### src/rtl/sobel_gradient.sv
`default_nettype none
// ============================================================================
// Module      : sobel_gradient
// Description : Takes one 3x3 pixel window at a time and computes the Sobel
//               Gx/Gy gradients. It hands them to an external magnitude unit
//               and forwards the result as an edge pixel. If the magnitude
//               unit does not answer within TIMEOUT cycles, the block emits
//               SAT_VALUE and raises a sticky error flag.
// Revision    : 1.0 - initial release
// ============================================================================
module sobel_gradient #(
  parameter int         TIMEOUT   = 64,
  parameter logic [7:0] SAT_VALUE = 8'd255
) (
  input  logic               clk,
  input  logic               reset,
  input  logic               win_valid,
  output logic               win_ready,
  input  logic [71:0]        win_pix,
  output logic signed [10:0] mag_a,
  output logic signed [10:0] mag_b,
  output logic               mag_start,
  input  logic [7:0]         mag_out,
  input  logic               mag_done,
  output logic [7:0]         pix_out,
  output logic               pix_valid,
  input  logic               pix_ready,
  output logic               timeout_err
);

  localparam int                 c_cnt_w    = (TIMEOUT > 1) ? $clog2(TIMEOUT + 1) : 1;
  localparam logic [c_cnt_w-1:0] c_cnt_last = c_cnt_w'(TIMEOUT - 1);

  typedef enum logic [2:0] {
    S_IDLE  = 3'd0,
    S_CALC  = 3'd1,
    S_START = 3'd2,
    S_WAIT  = 3'd3,
    S_OUT   = 3'd4
  } state_t;

  state_t              r_state;
  state_t              w_state_nxt;
  logic [71:0]         r_win;
  logic [c_cnt_w-1:0]  r_cnt;
  logic signed [10:0]  w_gx;
  logic signed [10:0]  w_gy;
  logic                w_accept;
  logic                w_done;
  logic                w_expired;

  // Zero-extend pixel idx of a window to an 11-bit signed operand.
  function automatic logic signed [10:0] f_px(input logic [71:0] win, input int idx);
    return {3'b000, win[8*idx +: 8]};
  endfunction

  // Sobel kernels. The centre pixel has zero weight in both kernels. Each
  // partial sum is at most 1020, so 11-bit signed arithmetic cannot overflow.
  assign w_gx = (f_px(r_win, 2) + (f_px(r_win, 5) <<< 1) + f_px(r_win, 8))
              - (f_px(r_win, 0) + (f_px(r_win, 3) <<< 1) + f_px(r_win, 6));
  assign w_gy = (f_px(r_win, 6) + (f_px(r_win, 7) <<< 1) + f_px(r_win, 8))
              - (f_px(r_win, 0) + (f_px(r_win, 1) <<< 1) + f_px(r_win, 2));

  assign w_accept  = (r_state == S_IDLE) && win_valid;
  // A real result beats an expiring counter in the same cycle.
  assign w_done    = (r_state == S_WAIT) && mag_done;
  assign w_expired = (r_state == S_WAIT) && !mag_done && (r_cnt == c_cnt_last);

  // State register.
  always_ff @(posedge clk) begin
    if (reset) r_state <= S_IDLE;
    else       r_state <= w_state_nxt;
  end

  // Next-state logic and state-decoded handshake outputs.
  always_comb begin
    w_state_nxt = r_state;
    win_ready   = 1'b0;
    mag_start   = 1'b0;
    pix_valid   = 1'b0;
    case (r_state)
      S_IDLE: begin
        win_ready = 1'b1;
        if (win_valid) w_state_nxt = S_CALC;
      end
      S_CALC:  w_state_nxt = S_START;
      S_START: begin
        mag_start   = 1'b1;
        w_state_nxt = S_WAIT;
      end
      S_WAIT: begin
        if (w_done || w_expired) w_state_nxt = S_OUT;
      end
      S_OUT: begin
        pix_valid = 1'b1;
        if (pix_ready) w_state_nxt = S_IDLE;
      end
      default: w_state_nxt = S_IDLE;
    endcase
  end

  // Wait counter: cleared while the request is issued, counts WAIT cycles.
  always_ff @(posedge clk) begin
    if (reset)                                 r_cnt <= '0;
    else if (r_state == S_START)               r_cnt <= '0;
    else if (r_state == S_WAIT && !w_expired)  r_cnt <= r_cnt + 1'b1;
  end

  // Datapath registers: window capture, gradient operands, result and error flag.
  always_ff @(posedge clk) begin
    if (reset) begin
      r_win       <= '0;
      mag_a       <= '0;
      mag_b       <= '0;
      pix_out     <= '0;
      timeout_err <= 1'b0;
    end else begin
      if (w_accept) r_win <= win_pix;
      if (r_state == S_CALC) begin
        mag_a <= w_gx;
        mag_b <= w_gy;
      end
      if (w_done) begin
        pix_out <= mag_out;
      end else if (w_expired) begin
        pix_out     <= SAT_VALUE;
        timeout_err <= 1'b1;
      end
    end
  end

endmodule
`default_nettype wire

### config.mk
export PLATFORM = sky130hd
export DESIGN_NAME = sobel_gradient
export DESIGN_NICKNAME = d
export VERILOG_FILES = /design/src/rtl/sobel_gradient.sv
export SDC_FILE = /design/constraint.sdc
export NUM_CORES = 1
export LEC_CHECK = 0
export CELL_PAD_IN_SITES_DETAIL_PLACEMENT = 1
export CELL_PAD_IN_SITES_GLOBAL_PLACEMENT = 2
export CORE_UTILIZATION = 34
export CTS_CLUSTER_SIZE = 40
export DETAILED_ROUTE_END_ITERATION = 10
export MAX_ROUTING_LAYER = met4
export PLACE_DENSITY = 0.94
export SYNTH_ARGS = -nofsm -noshare
export SYNTH_HDL_FRONTEND = slang
export SYNTH_SLANG_ARGS = --single-unit
### constraint.sdc
create_clock -name clk -period 5.41 [get_ports clk]
set_input_delay 0.8115 -clock clk [delete_from_list [all_inputs] [get_ports clk]]
set_output_delay 0.8115 -clock clk [all_outputs]
set_load 0.005 [all_outputs]
# Word-level counts from Yosys, hierarchy flattened
# Cells that the tools add are included.
word_totals:
  register_bits: 113
  input_bits: 85
  wordCells: 49
classes:
  n_addsub: 11
  n_eq_ne: 8
  muxes: 9
  n_bitwise: 1
  n_reduce_logical: 13
ops:
  columns: ["operator", "n"]
  rows:
  - ["$add A10 B8 Y11", 4]
  - ["$add A8 B9 Y10", 4]
  - ["$sub A11 B11 Y11", 2]
  - ["$mux W8", 2]
  - ["$pmux W3 S5", 1]
  - ["$mux W3", 3]
  - ["$add A7 B1 Y7 const B", 1]
  - ["$eq A7 B6 Y1 const B", 1]
  - ["$eq A3 B2 Y1 const B", 2]
  - ["$logic_and A1 B1 Y1", 5]
  - ["$ne A2 B2 Y1 const B", 2]
  - ["$eq A3 B1 Y1 const B", 1]
  - ["$eq A3 B3 Y1 const B", 1]
  - ["$logic_not A3 Y1", 1]
  - ["$mux W1", 3]
  - ["$reduce_and A3 Y1", 1]
  - ["$logic_not A1 Y1", 2]
  - ["$ne A2 B1 Y1 const B", 1]
  - ["$reduce_and A2 Y1", 1]
  - ["$reduce_bool A2 Y1", 1]
  - ["$reduce_or A2 Y1", 1]
  - ["$logic_or A1 B1 Y1", 1]
  - ["$not A1 Y1", 1]

# Longest topological paths before layout
depth:
  depth_word: 6
  depth_mapped: 15
  ltp_nobuf: 15

# Least setup slack after synthesis
# OpenSTA, ideal clock, no wires.
synth_timing:
  kind: "flip-flop to flip-flop"
  from: "register r_win[2]"
  to: "register mag_b[7]"
  setup_ps: 62
  t_arrival_ps: 3359
  required_ps: 5348
  setup_slack_ps: 1989
  stages_incl_launch_ff: 12
  path_cell_list: "dfxtp_1 inv_1 fa_1 fa_1 inv_1 fa_1 fa_1 nand2b_1 a21oi_1 o21ai_0 or4_1 nand3_1"
synth_via:
  elab_chain_len: 3
synth_rtl:
  columns: ["element", "line_no", "source"]
  rows:
  - ["start, declared", "44", "logic [71:0] r_win;"]
  - ["start signal, assigned", "118", "if (w_accept) r_win <= win_pix;"]
  - ["$add A8 B9 Y10", "62", "- (f_px(r_win, 0) + (f_px(r_win, 1) <<< 1) + f_px(r_win, 2));"]
  - ["$add A10 B8 Y11", "62", null]
  - ["$sub A11 B11 Y11", "62", null]
  - ["end signal, assigned", "121", "mag_b <= w_gy;"]
  - ["end, declared", "21", "output logic signed [10:0] mag_b,"]
# Every way passes these cells.
# A chain may end at the register's enable or synchronous reset.

# Final worst setup path
layout_timing:
  from: "register r_win[18]"
  to: "register mag_b[7]"
layout_via:
  elab_chain_len: 2
layout_rtl:
  columns: ["element", "line_no"]
  rows:
  - ["$add A10 B8 Y11", "62"]
  - ["$sub A11 B11 Y11", "62"]
# Every way passes these cells.

==> key figures <==
Global route
  – Largest net degree at the start of global routing: 104
  – Global-route wire length before repair: 25.7 mm
  – Number of global-route vias before repair: 5,499
  – Initial antenna violation count: 0
  – Gr usage total: 0.182
  – Gr ovfl total: 0

CTS
  – Post-CTS Resized: 0
  – CTS Sinks: 105
  – Setup Fix Bufs, Post-CTS: 0
  – Clock transition at the registers of the reported paths: 0.07 ns
  – Post-cts hold buffer count: 0
  – Clk Latency, worst-skew pair: 0.36 ns
  – Clock Tree Root: clkbuf_16
  – Cts bufs inserted: 9
  – H-tree levels: 3
  – Longest Clk Path Bufs: 2
  – CTS tree: done

Synthesis
  – Cell variety after synth: 42
  – Primary FF master, synth: dfxtp_1
  – Syn avg cell area: 8.47 um^2
  – Mapped Area: 6260 um^2
  – Synthesis-stage register bit count: 105
  – Post-synthesis xor/xnor area fraction: 0.00839
  – Compound-Gate Fraction of Synth Area: 0.128
  – Mux cell area share after synthesis: 0.00480
  – Ys Warns: 0
  – Syn_nets: 911
  – FFs w/ async S/R, synth: 0
  – Largest family of logic cells by synthesized area: adder cells
  – Post-Syn Instances: 739
  – Post-Synth Simple-Gate Area: 0.174
  – Post-synthesis adder-cell area fraction: 0.248
  – Number of flops mapped to enable cells by yosys: 0
  – Sequential area share after synthesis: 0.336

Placed design
  – IO Port Bufs: 110
  – RePlAce Congestion: 0.790
  – DP HPWL: 11.6 mm

Timing
  – Period utilisation layout: 0.704
  – Fin. Hold Viols: 0
  – Final Slew Violations: 0
  – Clock skew: 0.00470 ns
  – Setup violations, final: 0
  – Least-Margin Pin Slew: 1.09 ns
  – RSZ-0062 raised after global routing: no
  – Crit path time final: 3.81 ns
  – Setup_tns: 0 ns
  – Max transition margin: 0.273
  – Max Freq: 0.262 GHz

Routing
  – Residual DRC: 0
  – Post-DR vias/cell: 4.79
  – Post-DRT Antenna Nets: 0
  – Wire per inst: 14.6 um
  – Total Wirelength: 15.6 mm
  – 1st-iter DRT viols: 124
  – Via count: 5,097
  – Router iterations before antenna repair: 4

Min path
  – Class of the worst hold path: reg2reg

Critical path
  – Setup crit end kind: register
  – Worst Path Arrival: 4.11 ns
  – Worst Path Required: 5.71 ns
  – CP max FO: 3
  – Reg2reg setup slack: 1.60 ns
  – Critical path class: reg2reg
  – Startpoint types: register

Floorplanning
  – Die Span Y: 138 um
  – Rows: 49
  – Core area: 18,000 um^2
  – Initial Util: 0.347
  – DIE WIDTH: 138 um
  – I/O pin total: 119
  – Die ar.: 19,000 um^2

Power
  – IR drop worst, VDD: 264 uV
  – Leak: 3.08 nW
  – PD cells: 397 nW/um^2
  – Pwr Total: 3.10 mW

Layout
  – Layout cell share with drive strength beyond 1: 0.0407
  – Layout Area Growth over Synthesis: 24.9%
  – NumNets Final: 1,002
  – N_diodes: 0

Flow run
  – Max_cap viols: 0

Status
  – Status: finished, final reports clean
-- cell usage in the layout, fill, tap and decap left out, types with 6 or more instances in the layout --
| master | instances |
|---|---|
| nand2_1 | 157 |
| inv_1 | 126 |
| clkdlybuf4s50_1 | 109 |
| dfxtp_1 | 105 |
| a21oi_1 | 81 |
| fa_1 | 62 |
| nor2_1 | 28 |
| ha_1 | 25 |
| o21ai_0 | 14 |
| nor4b_1 | 12 |
| nor3_1 | 10 |
| a211oi_1 | 10 |
| clkbuf_16 | 9 |
| nand3_1 | 8 |
| o221a_2 | 8 |
| or3_1 | 6 |
| a31oi_1 | 6 |
-- cell type report --
type,instances,area (um^2)
fill,2173,10200
multi-input combinational,473,3530
sequential,105,2100
timing repair buffer,114,1130
inverter,127,477
tap,229,287
clock buffer,11,243
clock inverter,5,53.8
-- where the power goes --
group	internal, mW	switching, mW
registers	0.868	0.0618
clock network	0.371	0.303
logic	0.665	0.834
total	1.90	1.20
-- registers in the layout, summed over array words and instances, names as in the netlist --
| register | cells |
|---|---|
| r_state | 3 |
| mag_b | 11 |
| mag_a | 11 |
| pix_out | 8 |
| timeout_err | 1 |
| r_cnt | 7 |
| r_win | 64 |
-- final timing paths --
| check | cells past startpoint | end | from |
|---|---|---|---|
| max | 11 | mag_b[7] | r_win[18] |
| min | 2 | r_win[28] | r_win[28] |
| max reg2reg | 11 | mag_b[7] | r_win[18] |
| min reg2reg | 2 | r_win[28] | r_win[28] |
-- synthesized netlist by cell type, drive strengths merged, types with 4 or more instances --
master	instances	share of area
fa	62	0.20
nor2	28	0.017
a31oi	6	0.0060
or3	6	0.0060
buf	11	0.011
ha	25	0.050
inv	126	0.076
or4	4	0.0048
xor2	4	0.0056
a21oi	82	0.066
o221a	8	0.014
nand2	158	0.095
dfxtp	105	0.34
o21ai	14	0.011
nor3	10	0.0080
a211oi	10	0.012
nor4b	12	0.017
clkbuf	23	0.014
nand3	8	0.0064
-- per-stage QoR --
stage / cells / utilization / worst slack [ns] / hold slack (ns) / cell area [um^2]
2_1_floorplan: 739 / - / 1.99 / 0.436 / 6260
3_3_place_gp: 1048 / 0.418 / 1.67 / 0.443 / 7530
3_5_place_dp: 1048 / 0.418 / 1.64 / 0.450 / 7530
4_1_cts: 1064 / 0.434 / 1.58 / 0.460 / 7820
5_1_grt: 1064 / 0.434 / 1.37 / 0.480 / 7820
6_report: 1064 / 0.434 / 1.60 / 0.457 / 7820
-- critical path: stages, from the launching register on --
cell and delay, ns:
dfxtp_1 0.40, inv_1 0.09, fa_1 0.48, fa_1 0.55, inv_1 0.06, fa_1 0.54, fa_1 0.48, nand2b_1 0.19
a21oi_1 0.29, o21ai_0 0.16, or4_1 0.41, nand3_1 0.09
-- routing by layer --
metal,wire length [um],vias to the layer above,part of all wire,GRT usage
met5,0,-,0,-
met1,6620,2475,0.42,0.195
met4,286,0,0.018,0.0616
li1,-,2538,-,-
met3,459,17,0.029,0.0316
met2,8210,67,0.53,0.335
-- cells by family (layout without fill, tap and decap cells) --
kind of cell | count (synthesis) | count (layout)
flip-flops | 105 | 105
AO/OA/AOI/OAI | 133 | 133
multiplexers | 3 | 3
AND/OR/NAND/NOR | 244 | 244
adder cells (fa/ha/maj) | 87 | 87
buffers and inverters | 161 | 257
XOR/XNOR | 6 | 6
Note: power is estimated with default switching activity, not from simulation.
==> RTL edit: new RTL, same settings <==
Encoding of `state_t`: now one-hot (5 bits for 5 states).
--- a/src/rtl/sobel_gradient.sv
+++ b/src/rtl/sobel_gradient.sv
@@ -32,10 +32,10 @@
   localparam logic [c_cnt_w-1:0] c_cnt_last = c_cnt_w'(TIMEOUT - 1);
 
-  typedef enum logic [2:0] {
-    S_IDLE  = 3'd0,
-    S_CALC  = 3'd1,
-    S_START = 3'd2,
-    S_WAIT  = 3'd3,
-    S_OUT   = 3'd4
+  typedef enum logic [4:0] {
+    S_IDLE  = 5'b00001,
+    S_CALC  = 5'b00010,
+    S_START = 5'b00100,
+    S_WAIT  = 5'b01000,
+    S_OUT   = 5'b10000
   } state_t;
 
Check against the original RTL: no difference found for any inputs over 4 cycles, from zero or initial values and one cycle with reset high; so few cycles prove little.
==> RTL edit against the original RTL <==
Cell area grew 1.8%; synthesized area rose by 2.8%; clock power is 7.6% higher; fmax up 0.51%; total power shrank 12%; worst setup slack gained 19 ps; wire length is 4.7% higher; synthesized cell count increased by 2.3%; via count is 1.5% higher; sequential cell count is 2 higher.
==> RTL edit: results <==
group,metric,value,unit
yosys,synth_nets,928,
global_routing,grt_pass1_wl,27400,um
global_routing,grt_pass1_vias,5635,
setup_path,cp_slowest_stage_delay,530,ps
power_and_ir_drop,p_leak,3.15,nW
cells_and_area,drive_above_1_share,0.0447,
clocking,root_buffer,"clkbuf_16",
place,place_congestion,0.779,
hold_path,worstHoldPathType,"reg -> reg",
place,place_area,7640,um^2
global_routing,use_met2,0.342,
global_routing,grt_usage,0.185,
yosys,ys_types,39,
clocking,cts_buffers,9,
place,dp_hpwl,12000,um
yosys,yosys_warnings,0,
global_routing,gr-usage-met1,0.203,
yosys,synth-seq-area-share,0.333,
place,placed_cells,1063,
power_and_ir_drop,ir_drop,0.212,mV
routing,dr_wl_met3,568,um
routing,drtIter0Drc,193,
routing,wl_met2,8720,um
routing,via_per_inst,4.80,
sta,tightestPinTransition,1130,ps
yosys,ys_top_cells_by_count,"nand2_1, inv_1, dfxtp_1",
cells_and_area,final_util,0.436,
global_routing,grt_util_met3,0.0368,
status,status,"finished clean",
global_routing,grt_max_degree,103,
yosys,netlist_instances,756,
clocking,path_clk_slew,70,ps
place,place_ws,1680,ps
routing,wl_per_cell,15.1,um
yosys,synthArstFlopShare,0,
sta,finClkSkew,6.70,ps
yosys,synth_area_leaders,"dfxtp_1, fa_1, nand2_1",
global_routing,antenna_found_initial,0,
routing,met1_length,6800,um
routing,num_vias,5175,
cells_and_area,finalNetCount,1017,
setup_path,critical_path_arrival,4090,ps
==> RTL edit: changes by cell type in the layout (fill, tap and decap cells not counted), sizes merged, moves of 4 or more <==
| cell | delta |
|---|---|
| inv | +7 |
| nand3 | +4 |
| xor2 | -4 |
| nor2b | +4 |
| o21ai | +5 |
| o21a | +4 |
==> RTL edit: kinds of logic (layout without fill, tap and decap cells) <==
| family | Yosys count | in the layout | share of synthesized area |
|---|---|---|---|
| XOR/XNOR | 4 | 4 | 0.00544 |
| AO/OA/AOI/OAI | 139 | 139 | 0.128 |
| buffers and inverters | 166 | 260 | 0.108 |
| adder cells (fa/ha/maj) | 87 | 87 | 0.241 |
| multiplexers | 2 | 2 | 0.00311 |
| AND/OR/NAND/NOR | 251 | 251 | 0.181 |
| flip-flops | 107 | 107 | 0.333 |
==> RTL edit: area by class of cell <==
type | instances | area share
inverters | 133 | 0.0627
repair buffers | 111 | 0.139
clock inverters | 6 | 0.0110
multi-input cells | 483 | 0.452
well taps | 229 | 0.0360
clock buffers | 10 | 0.0300
flip-flops and latches | 107 | 0.269
==> RTL edit: tightest hold or removal path, cell delays in order (launching register included) <==
cell and delay [ps]:
dfxtp_1 310, nand2_1 50, a21oi_1 50
==> RTL edit: where the power goes <==
group	internal, mW	leakage [nW]	switching (mW)
Sequential	0.831	0.872	0.0324
Clock	0.419	0.163	0.306
Combinational	0.490	2.12	0.655
Total	1.74	3.15	0.993
==> RTL edit: final timing paths <==
kind             from        to  slack, ps  depth (start not counted)
max          r_win[0]  mag_a[7]       1620                         14
min          mag_a[0]  mag_a[0]        450                          2
max reg2reg  r_win[0]  mag_a[7]       1620                         14
min reg2reg  mag_a[0]  mag_a[0]        450                          2
